## config.mk

```make
export PLATFORM = sky130hd
export DESIGN_NAME = id_ex_latch
export DESIGN_NICKNAME = d
export VERILOG_FILES = /design/src/rtl/cpu_types_pkg.sv /design/src/rtl/id_ex_latch_pipe_reg.sv /design/src/rtl/id_ex_latch.sv
export SDC_FILE = /design/constraint.sdc
export NUM_CORES = 1
export LEC_CHECK = 0
export CAP_MARGIN = 10
export CELL_PAD_IN_SITES_DETAIL_PLACEMENT = 0
export CELL_PAD_IN_SITES_GLOBAL_PLACEMENT = 1
export CORE_AREA = 2 2 210 109
export CTS_CLUSTER_SIZE = 8
export DETAILED_ROUTE_END_ITERATION = 10
export DIE_AREA = 0 0 212 111
export GPL_ROUTABILITY_DRIVEN = 0
export PLACE_DENSITY = 0.83
export SYNTH_ARGS = -nofsm -noshare
export SYNTH_HDL_FRONTEND = slang
export SYNTH_SLANG_ARGS = --single-unit
```

## constraint.sdc

```tcl
create_clock -name CLK -period 5.4 [get_ports CLK]
set_clock_uncertainty 0.05 [all_clocks]
set_input_delay 1.35 -clock CLK [delete_from_list [all_inputs] [get_ports CLK]]
set_output_delay 1.35 -clock CLK [all_outputs]
set_load 0.1 [all_outputs]
```

## src/rtl/cpu_types_pkg.sv

```systemverilog
// Shared datapath types for the 5-stage core, including the ID/EX latch contents.
package cpu_types_pkg;

    typedef logic [31:0] word_t;
    typedef logic [4:0]  regbits_t;

    typedef enum logic [3:0] {
        ALU_SLL  = 4'd0,
        ALU_SRL  = 4'd1,
        ALU_ADD  = 4'd2,
        ALU_SUB  = 4'd3,
        ALU_AND  = 4'd4,
        ALU_OR   = 4'd5,
        ALU_XOR  = 4'd6,
        ALU_NOR  = 4'd7,
        ALU_SLT  = 4'd8,
        ALU_SLTU = 4'd9
    } aluop_t;

    // Field order matches the 6-bit control bus from decode, MSB first.
    typedef struct packed {
        logic alu_src;
        logic reg_write;
        logic dren;
        logic dwen;
        logic mem_to_reg;
        logic halt;
    } ctrl_t;

    typedef struct packed {
        word_t    pc4;
        word_t    rdat1;
        word_t    rdat2;
        word_t    imm;
        regbits_t rs;
        regbits_t rt;
        regbits_t wsel;
        aluop_t   aluop;
        ctrl_t    ctrl;
        logic     valid;
    } idex_t;

    localparam idex_t IDEX_BUBBLE = '0;

endpackage

```

## src/rtl/id_ex_latch_pipe_reg.sv

```systemverilog
// Generic pipeline register: clear has priority over enable, otherwise holds.
module pipe_reg #(
    parameter type T = logic [31:0]
) (
    input  logic clk,
    input  logic n_rst,
    input  logic en,
    input  logic clr,
    input  T     d,
    input  T     clr_val,
    output T     q
);

    always_ff @(posedge clk) begin
        if (!n_rst)
            q <= '0;
        else if (clr)
            q <= clr_val;
        else if (en)
            q <= d;
    end

endmodule

```

## src/rtl/id_ex_latch.sv

```systemverilog
// ID/EX pipeline register with freeze, flush, load-use bubble, sticky halt and a
// saturating bubble/flush counter.
module id_ex_latch
    import cpu_types_pkg::*;
#(
    parameter int CNT_W = 16
) (
    input  logic             CLK,
    input  logic             nRST,
    input  logic             ihit,
    input  logic             mem_busy,
    input  logic             flush,
    input  logic             lw_stall,
    input  word_t            pc4_in,
    input  word_t            rdat1_in,
    input  word_t            rdat2_in,
    input  word_t            imm_in,
    input  regbits_t         rs_in,
    input  regbits_t         rt_in,
    input  regbits_t         wsel_in,
    input  aluop_t           aluop_in,
    input  logic [5:0]       ctrl_in,
    output word_t            pc4_out_2,
    output word_t            rdat1_out_2,
    output word_t            rdat2_out_2,
    output word_t            imm_out_2,
    output regbits_t         rs_out_2,
    output regbits_t         rt_out_2,
    output regbits_t         wsel_out_2,
    output aluop_t           aluop_out_2,
    output logic [5:0]       ctrl_out_2,
    output logic             RegWrite_out_2,
    output logic             dREN_out_2,
    output logic             dWEN_out_2,
    output logic             halt_out_2,
    output logic             valid_out_2,
    output logic             stall_id,
    output logic [CNT_W-1:0] bubble_cnt
);

    idex_t captured;
    idex_t cur;
    logic  load_en;
    logic  load_bubble;
    logic  count_bubble;

    always_comb begin
        captured.pc4   = pc4_in;
        captured.rdat1 = rdat1_in;
        captured.rdat2 = rdat2_in;
        captured.imm   = imm_in;
        captured.rs    = rs_in;
        captured.rt    = rt_in;
        captured.wsel  = wsel_in;
        captured.aluop = aluop_in;
        captured.ctrl  = ctrl_t'(ctrl_in);
        captured.valid = 1'b1;
    end

    // A held halt freezes the stage like mem_busy, but a flush still squashes it.
    always_comb begin
        load_en      = 1'b0;
        load_bubble  = 1'b0;
        count_bubble = 1'b0;
        if (mem_busy) begin
            load_en = 1'b0;
        end else if (flush) begin
            load_bubble  = 1'b1;
            count_bubble = 1'b1;
        end else if (cur.ctrl.halt) begin
            load_en = 1'b0;
        end else if (lw_stall) begin
            load_bubble  = 1'b1;
            count_bubble = 1'b1;
        end else if (ihit) begin
            load_en = 1'b1;
        end else begin
            load_bubble = 1'b1;
        end
    end

    pipe_reg #(.T(idex_t)) u_idex_reg (
        .clk     (CLK),
        .n_rst   (nRST),
        .en      (load_en),
        .clr     (load_bubble),
        .d       (captured),
        .clr_val (IDEX_BUBBLE),
        .q       (cur)
    );

    always_ff @(posedge CLK) begin
        if (!nRST)
            bubble_cnt <= '0;
        else if (count_bubble && (bubble_cnt != '1))
            bubble_cnt <= bubble_cnt + CNT_W'(1);
    end

    assign stall_id       = lw_stall & ~flush & ~mem_busy;

    assign pc4_out_2      = cur.pc4;
    assign rdat1_out_2    = cur.rdat1;
    assign rdat2_out_2    = cur.rdat2;
    assign imm_out_2      = cur.imm;
    assign rs_out_2       = cur.rs;
    assign rt_out_2       = cur.rt;
    assign wsel_out_2     = cur.wsel;
    assign aluop_out_2    = cur.aluop;
    assign ctrl_out_2     = cur.ctrl;
    assign RegWrite_out_2 = cur.ctrl.reg_write;
    assign dREN_out_2     = cur.ctrl.dren;
    assign dWEN_out_2     = cur.ctrl.dwen;
    assign halt_out_2     = cur.ctrl.halt;
    assign valid_out_2    = cur.valid;

endmodule

```

==> metrics, run 1 <==
Avg Cell Area, Syn=7.96 um^2; I/O Buffers=approximately 330; first-pass GRT wire length=~33 mm; nature of the critical path endpoint=output pin; ANT nets after route=0; Mapped Nets=939; largest net degree at the start of global routing=85; final slew viol count=0; Synth Area in Compound Gates=15.7%; Seq cells post-synth=170; maxcap violations=0; HPWL Detailed=between 15 and 20 mm; DIE HEIGHT=between 100 and 150 um; Buf/Inv on CP=2; synthesized instance count=between 700 and 800; max incr delay on CP=~600 ps; critical path cell sequence=clkdlybuf4s50_1 -> nor3b_1 -> buf_4; top post-synthesis cells by area=dfxtp_1 (55%), nand2_1 (19%), a21oi_1 (13%); Max Root-Sink Buffers=2; XOR/XNOR Fraction of Synth Area=0%; Leak=between 3 and 4 nW; Hold-fix buffers, CTS=0; clk sinks=170; most frequent cell after synthesis=nand2_1; final number of setup-violating endpoints=0; simple-gate share of the synthesized area=between 20% and 30%; fill count=~2,200; Setup crit start kind=input pin; Tot GR Track Use=between 15 and 20%; Synth area leader=dfxtp_1; power consumption=roughly 2.8 mW; Worst Path Required=around 4000 ps; outcome=finished, final reports clean; setup slack after layout=1430 ps; Final Cell Area=between 0.01 and 0.015 mm^2; mux share of post-synthesis cell area=less than 1%; Layout Utilization=between 40% and 50%; Worst-Margin Slew=1080 ps; DR vias/cell=approximately 4.6; number of diodes=0; CTS Buf Count=17; Vias=approximately 6,400; CP arrival=2570 ps; critical path's top delay family=buffers and inverters; post_cts resized=0; Yosys cell types=36; Post-synth EDFFs=0; Worst Path Max Fanout=7; Routed WL=between 20 and 25 mm; Initial Utilization=between 20% and 30%; Final Cycle Share=roughly 74%; total grt overflow=0; Core Footprint=0.0220 mm^2; Mapped Area=between 0.006 and 0.007 mm^2; min cycle time layout=around 4000 ps; Die ar.=about 0.024 mm^2; Synth warnings=0; worst slack, placed=approximately 1400 ps; Synth top area share=around 55%; layout cell share with drive strength beyond 1=roughly 3.5%; Area after DPL=between 0.009 and 0.01 mm^2; worst rel slew slack=between 20% and 30%; Residual DRC=0; Clock Root Buffer=clkbuf_16; CTS tree=done; H-tree level count=4; row cnt=39; initial antenna violation count=0; setup_tns=0 ps; power density over the cells=around 270 mW/mm^2; worst min path class=reg2reg; nets@finish=between 1,000 and 1,500; largest family of logic cells by synthesized area=simple AND/OR/NAND/NOR gates; 1st-pass router iterations=5; sequential area share after synthesis=between 50% and 60%; CP max stage cell=clkdlybuf4s50_1; P&R area growth vs syn=65.5%; Critical Setup Path Class=in2out; final hold slack=402 ps; Worst VDD drop=~0.18 mV; Final Instance Count excl. Fillers=1,396; DRT iter0 DRCs=372; RSZ-0062 raised after global routing=false; CTS clk-pin slew, worst paths=about 60 ps; routed len/inst=roughly 15 um; Final Hold Viols=0; Ports=roughly 330; number of global-route vias before repair=approximately 6,200; Die W=between 200 and 250 um; FFs w/ async S/R, synth=0%; Synth Area in Adders=less than 1%; top post-synthesis cells by count=nand2_1 (313), dfxtp_1 (170), a21oi_1 (163), clkbuf_1 (33), buf_2 (20); postcts setup bufs=0; ys flop type=dfxtp_1; max frequency=about 0.25 GHz; # placed instances=~1,400; clk_lat worst skew=between 400 and 500 ps
worst reg2reg max path, delay by kind of cell, from the launching register on:
kind                   cells  cell delay (ps)
AOI/OAI and AO/OA          1               60
buffers and inverters      1              420
DFF                        1              380
and+or+nand+nor            2             1130
power breakdown:
group | leakage (nW) | switching [mW] | total [mW] | internal, mW
Clock | 0.271 | 0.487 | 1.17 | 0.687
Sequential | 1.37 | 0.00764 | 1.27 | 1.27
Combinational | 1.67 | 0.182 | 0.319 | 0.137
Total | 3.31 | 0.677 | 2.77 | 2.09
worst paths after layout:
| path | from | to | slack, ps | cells after the start |
|---|---|---|---|---|
| worst max register to register | u_idex_reg.q[1]$_SDFFE_PP0P_ | u_idex_reg.q[98]$_SDFFE_PP0P_ | 3200 | 4 |
| worst min register to register | u_idex_reg.q[102]$_SDFFE_PP0P_ | u_idex_reg.q[102]$_SDFFE_PP0P_ | 400 | 2 |
| worst max-delay path | mem_busy | stall_id | 1430 | 3 |
| worst min-delay path | u_idex_reg.q[102]$_SDFFE_PP0P_ | u_idex_reg.q[102]$_SDFFE_PP0P_ | 400 | 2 |
area by class of cell:
cell class / count / area [um^2] / share of cell area, %
inverter: 5 / 18.8 / 0.183
tap: 307 / 384 / 3.74
multi-input combinational: 545 / 2520 / 24.5
clock inverter: 8 / 96.3 / 0.939
timing repair buffer: 338 / 3380 / 33.0
clock buffer: 23 / 458 / 4.46
sequential: 170 / 3400 / 33.2
cells by family (layout without fill, tap and decap cells):
logic type               Yosys count  after routing
adder cells (fa/ha/maj)            1              1
AO/OA/AOI/OAI                    184            184
buffers and inverters             64            374
AND/OR/NAND/NOR                  356            356
flip-flops                       170            170
multiplexers                       4              4
sequential cells by signal (all words and copies together) (netlist names):
register	cells
bubble_cnt	16
u_idex_reg.q	154
metal layers:
layer	track usage, %	wire length, um	vias up	part of all wire (%)
met4	8.31	503	0	2.3
met2	26.6	9170	184	43
met3	6.52	1580	36	7.4
li1	-	-	3167	-
met5	0	0	-	0
met1	24.2	10200	2971	48
cells in the final DEF (no fill, tap or decap), types with 2 or more instances in the layout:
cell,instances
clkdlybuf4s50_1,332
nand2_1,313
dfxtp_1,170
a21oi_1,163
clkbuf_16,17
or4_1,7
o31ai_1,6
nand2b_1,5
inv_1,5
and3_1,5
and4_1,5
clkbuf_1,5
buf_4,5
mux2i_1,4
o21ai_0,4
clkinv_2,4
nand3_1,3
nand4_1,3
nor2_1,3
o41ai_1,2
nor3_1,2
or3_1,2
or3b_2,2
bufinv_16,2
Power figures use the tool's default switching activity.
==> run 2, diff against run 1 <==
--- a/config.mk
+++ b/config.mk
@@ -8,12 +8,12 @@
 export CAP_MARGIN = 10
 export CELL_PAD_IN_SITES_DETAIL_PLACEMENT = 0
 export CELL_PAD_IN_SITES_GLOBAL_PLACEMENT = 1
-export CORE_AREA = 2 2 210 109
+export CORE_AREA = 2 2 231 119
 export CTS_CLUSTER_SIZE = 8
 export DETAILED_ROUTE_END_ITERATION = 10
-export DIE_AREA = 0 0 212 111
+export DIE_AREA = 0 0 233 121
 export GPL_ROUTABILITY_DRIVEN = 0
-export PLACE_DENSITY = 0.83
+export PLACE_DENSITY = 0.73
 export SYNTH_ARGS = -nofsm -noshare
 export SYNTH_HDL_FRONTEND = slang
 export SYNTH_SLANG_ARGS = --single-unit
==> constraint.sdc (replaced) <==
create_clock -name CLK -period 3.4 [get_ports CLK]
set_clock_uncertainty 0.05 [all_clocks]
set_input_delay 0.85 -clock CLK [delete_from_list [all_inputs] [get_ports CLK]]
set_output_delay 0.85 -clock CLK [all_outputs]
set_load 0.1 [all_outputs]
==> metrics, run 2 (synthesized netlist as in run 1, its figures left out) <==
biggest regs=u_idex_reg.q: 154 flops, bubble_cnt: 16 flops; largest net degree at the start of global routing=144; DIE HEIGHT=around 120 um; Hold-fix buffers, CTS=0; number of global-route vias before repair=around 6,000; CTS clk-pin slew, worst paths=60 ps; row cnt=42; Multi-input gate area=roughly 0.0025 mm^2; total grt overflow=0; RSZ-0062 raised after global routing=false; ANT nets after route=0; Worst Path Max Fanout=7; metal2 WL=between 10 and 15 mm; Final Instance Count excl. Fillers=approximately 1,400; clk_lat worst skew=roughly 450 ps; CTS Buf Count=17; Worst Path Required=2500 ps; CP arrival=about 2000 ps; Storage cell area=~0.0034 mm^2; Net Switching=roughly 1.1 mW; fill count=about 2,700; clk sinks=170; Final Cycle Share=around 85%; outcome=finished, final reports clean; Clk pwr share=a little under half; CTS tree=done; Final Cell Area=about 0.01 mm^2; initial antenna violation count=0; Combinational Power Share=a little over a tenth; Leak=between 3 and 4 nW; nets@finish=between 1,000 and 1,500; post_cts resized=0; HPWL Detailed=between 15 and 20 mm; Sequential Power Share=between 40% and 50%; final hold slack=404 ps; nature of the critical path endpoint=output pin; Ports=between 300 and 400; postcts setup bufs=0; H-tree level count=4; DRT iter0 DRCs=between 400 and 500; final slew viol count=0; HP Start=u_idex_reg.q[55]$_SDFFE_PP0P_; Residual DRC=0; wire length on met1=9.00 mm; Initial Utilization=between 20% and 30%; max frequency=0.344 GHz; sw frac=24.0%; Vias=roughly 6,300; Critical R2R Launch=bubble_cnt[0]$_SDFFE_PN0P_; # placed instances=about 1,400; Setup crit start kind=input pin; Die ar.=about 0.028 mm^2; commonest cells after routing, fill and taps aside=nand2_1 (313), buf_4 (178), dfxtp_1 (170), a21oi_1 (163), clkdlybuf4s50_1 (158); power density over the cells=roughly 470 mW/mm^2; P&R area growth vs syn=62.4%; layout cell share with drive strength beyond 1=about a fifth; Die W=around 230 um; 1st-pass router iterations=5; setup_tns=0 ps; number of diodes=0; Critical Setup Path Class=in2out; Area after DPL=between 0.009 and 0.01 mm^2; most flop-heavy register=u_idex_reg.q; Worst-Margin Slew=about 890 ps; min cycle time layout=around 2900 ps; worst rel slew slack=between 40% and 50%; first-pass GRT wire length=between 30 and 40 mm; maxcap violations=0; worst min path class=reg2reg; routed len/inst=approximately 15 um; Max Root-Sink Buffers=2; Critical Path Source=mem_busy; Final Hold Viols=0; Internal Power=between 3 and 4 mW; power consumption=roughly 4.7 mW; Worst VDD drop=roughly 0.35 mV; DR WL met3=837 um; Clock Root Buffer=clkbuf_16; DR vias/cell=about 4.4; most common cell after layout, fill and taps aside=nand2_1; Core Footprint=0.0261 mm^2; max reg flops=approximately 150; Routed WL=approximately 22 mm; max layer used=met4; Tot GR Track Use=roughly 15%; final number of setup-violating endpoints=0; I/O Buffers=333
-- run 2: final cells by class --
class | instances | share of cell area [%]
Clock buffer | 21 | 4.48
Clock inverter | 10 | 1.88
Inverter | 5 | 0.186
Multi-Input combinational cell | 545 | 25.1
Sequential cell | 170 | 33.8
Tap cell | 352 | 4.38
Timing Repair Buffer | 342 | 30.2
-- run 2: final timing paths --
| path | endpoint | slack [ps] | depth (start not counted) |
|---|---|---|---|
| worst min-delay path | u_idex_reg.q[55]$_SDFFE_PP0P_ | 400 | 2 |
| worst min register to register | u_idex_reg.q[55]$_SDFFE_PP0P_ | 400 | 2 |
| worst max register to register | bubble_cnt[8]$_SDFFE_PN0P_ | 1280 | 5 |
| worst max-delay path | stall_id | 500 | 3 |
-- run 2: worst max-delay path: stages --
cell             delay (ps)
clkdlybuf4s50_1         600
nor3b_2                 340
buf_12                  210
-- run 2: layer usage --
layer | vias up | track usage [%]
li1 | 3166 | -
met1 | 2986 | 17.7
met2 | 130 | 27.0
met3 | 30 | 3.95
met4 | 0 | 6.13
met5 | - | 0
-- run 2: metrics by stage --
stage	setup WS, ps	util, %
after global placement	484	36.1
final	496	38.5
after global routing	441	38.5
after CTS	487	38.5
after floorplan	261	-
after detailed placement	436	36.1
-- run 2: power by group through the flow --
stage / combinational, mW / clock, mW / sequential, mW
final: 0.511 / 2.15 / 2.02
after global placement: 0.510 / 0 / 2.07
after CTS: 0.515 / 2.23 / 2.02
after detailed placement: 0.513 / 0 / 2.07
after global routing: 0.542 / 2.31 / 2.03
after floorplan: 0.111 / 0 / 2.21
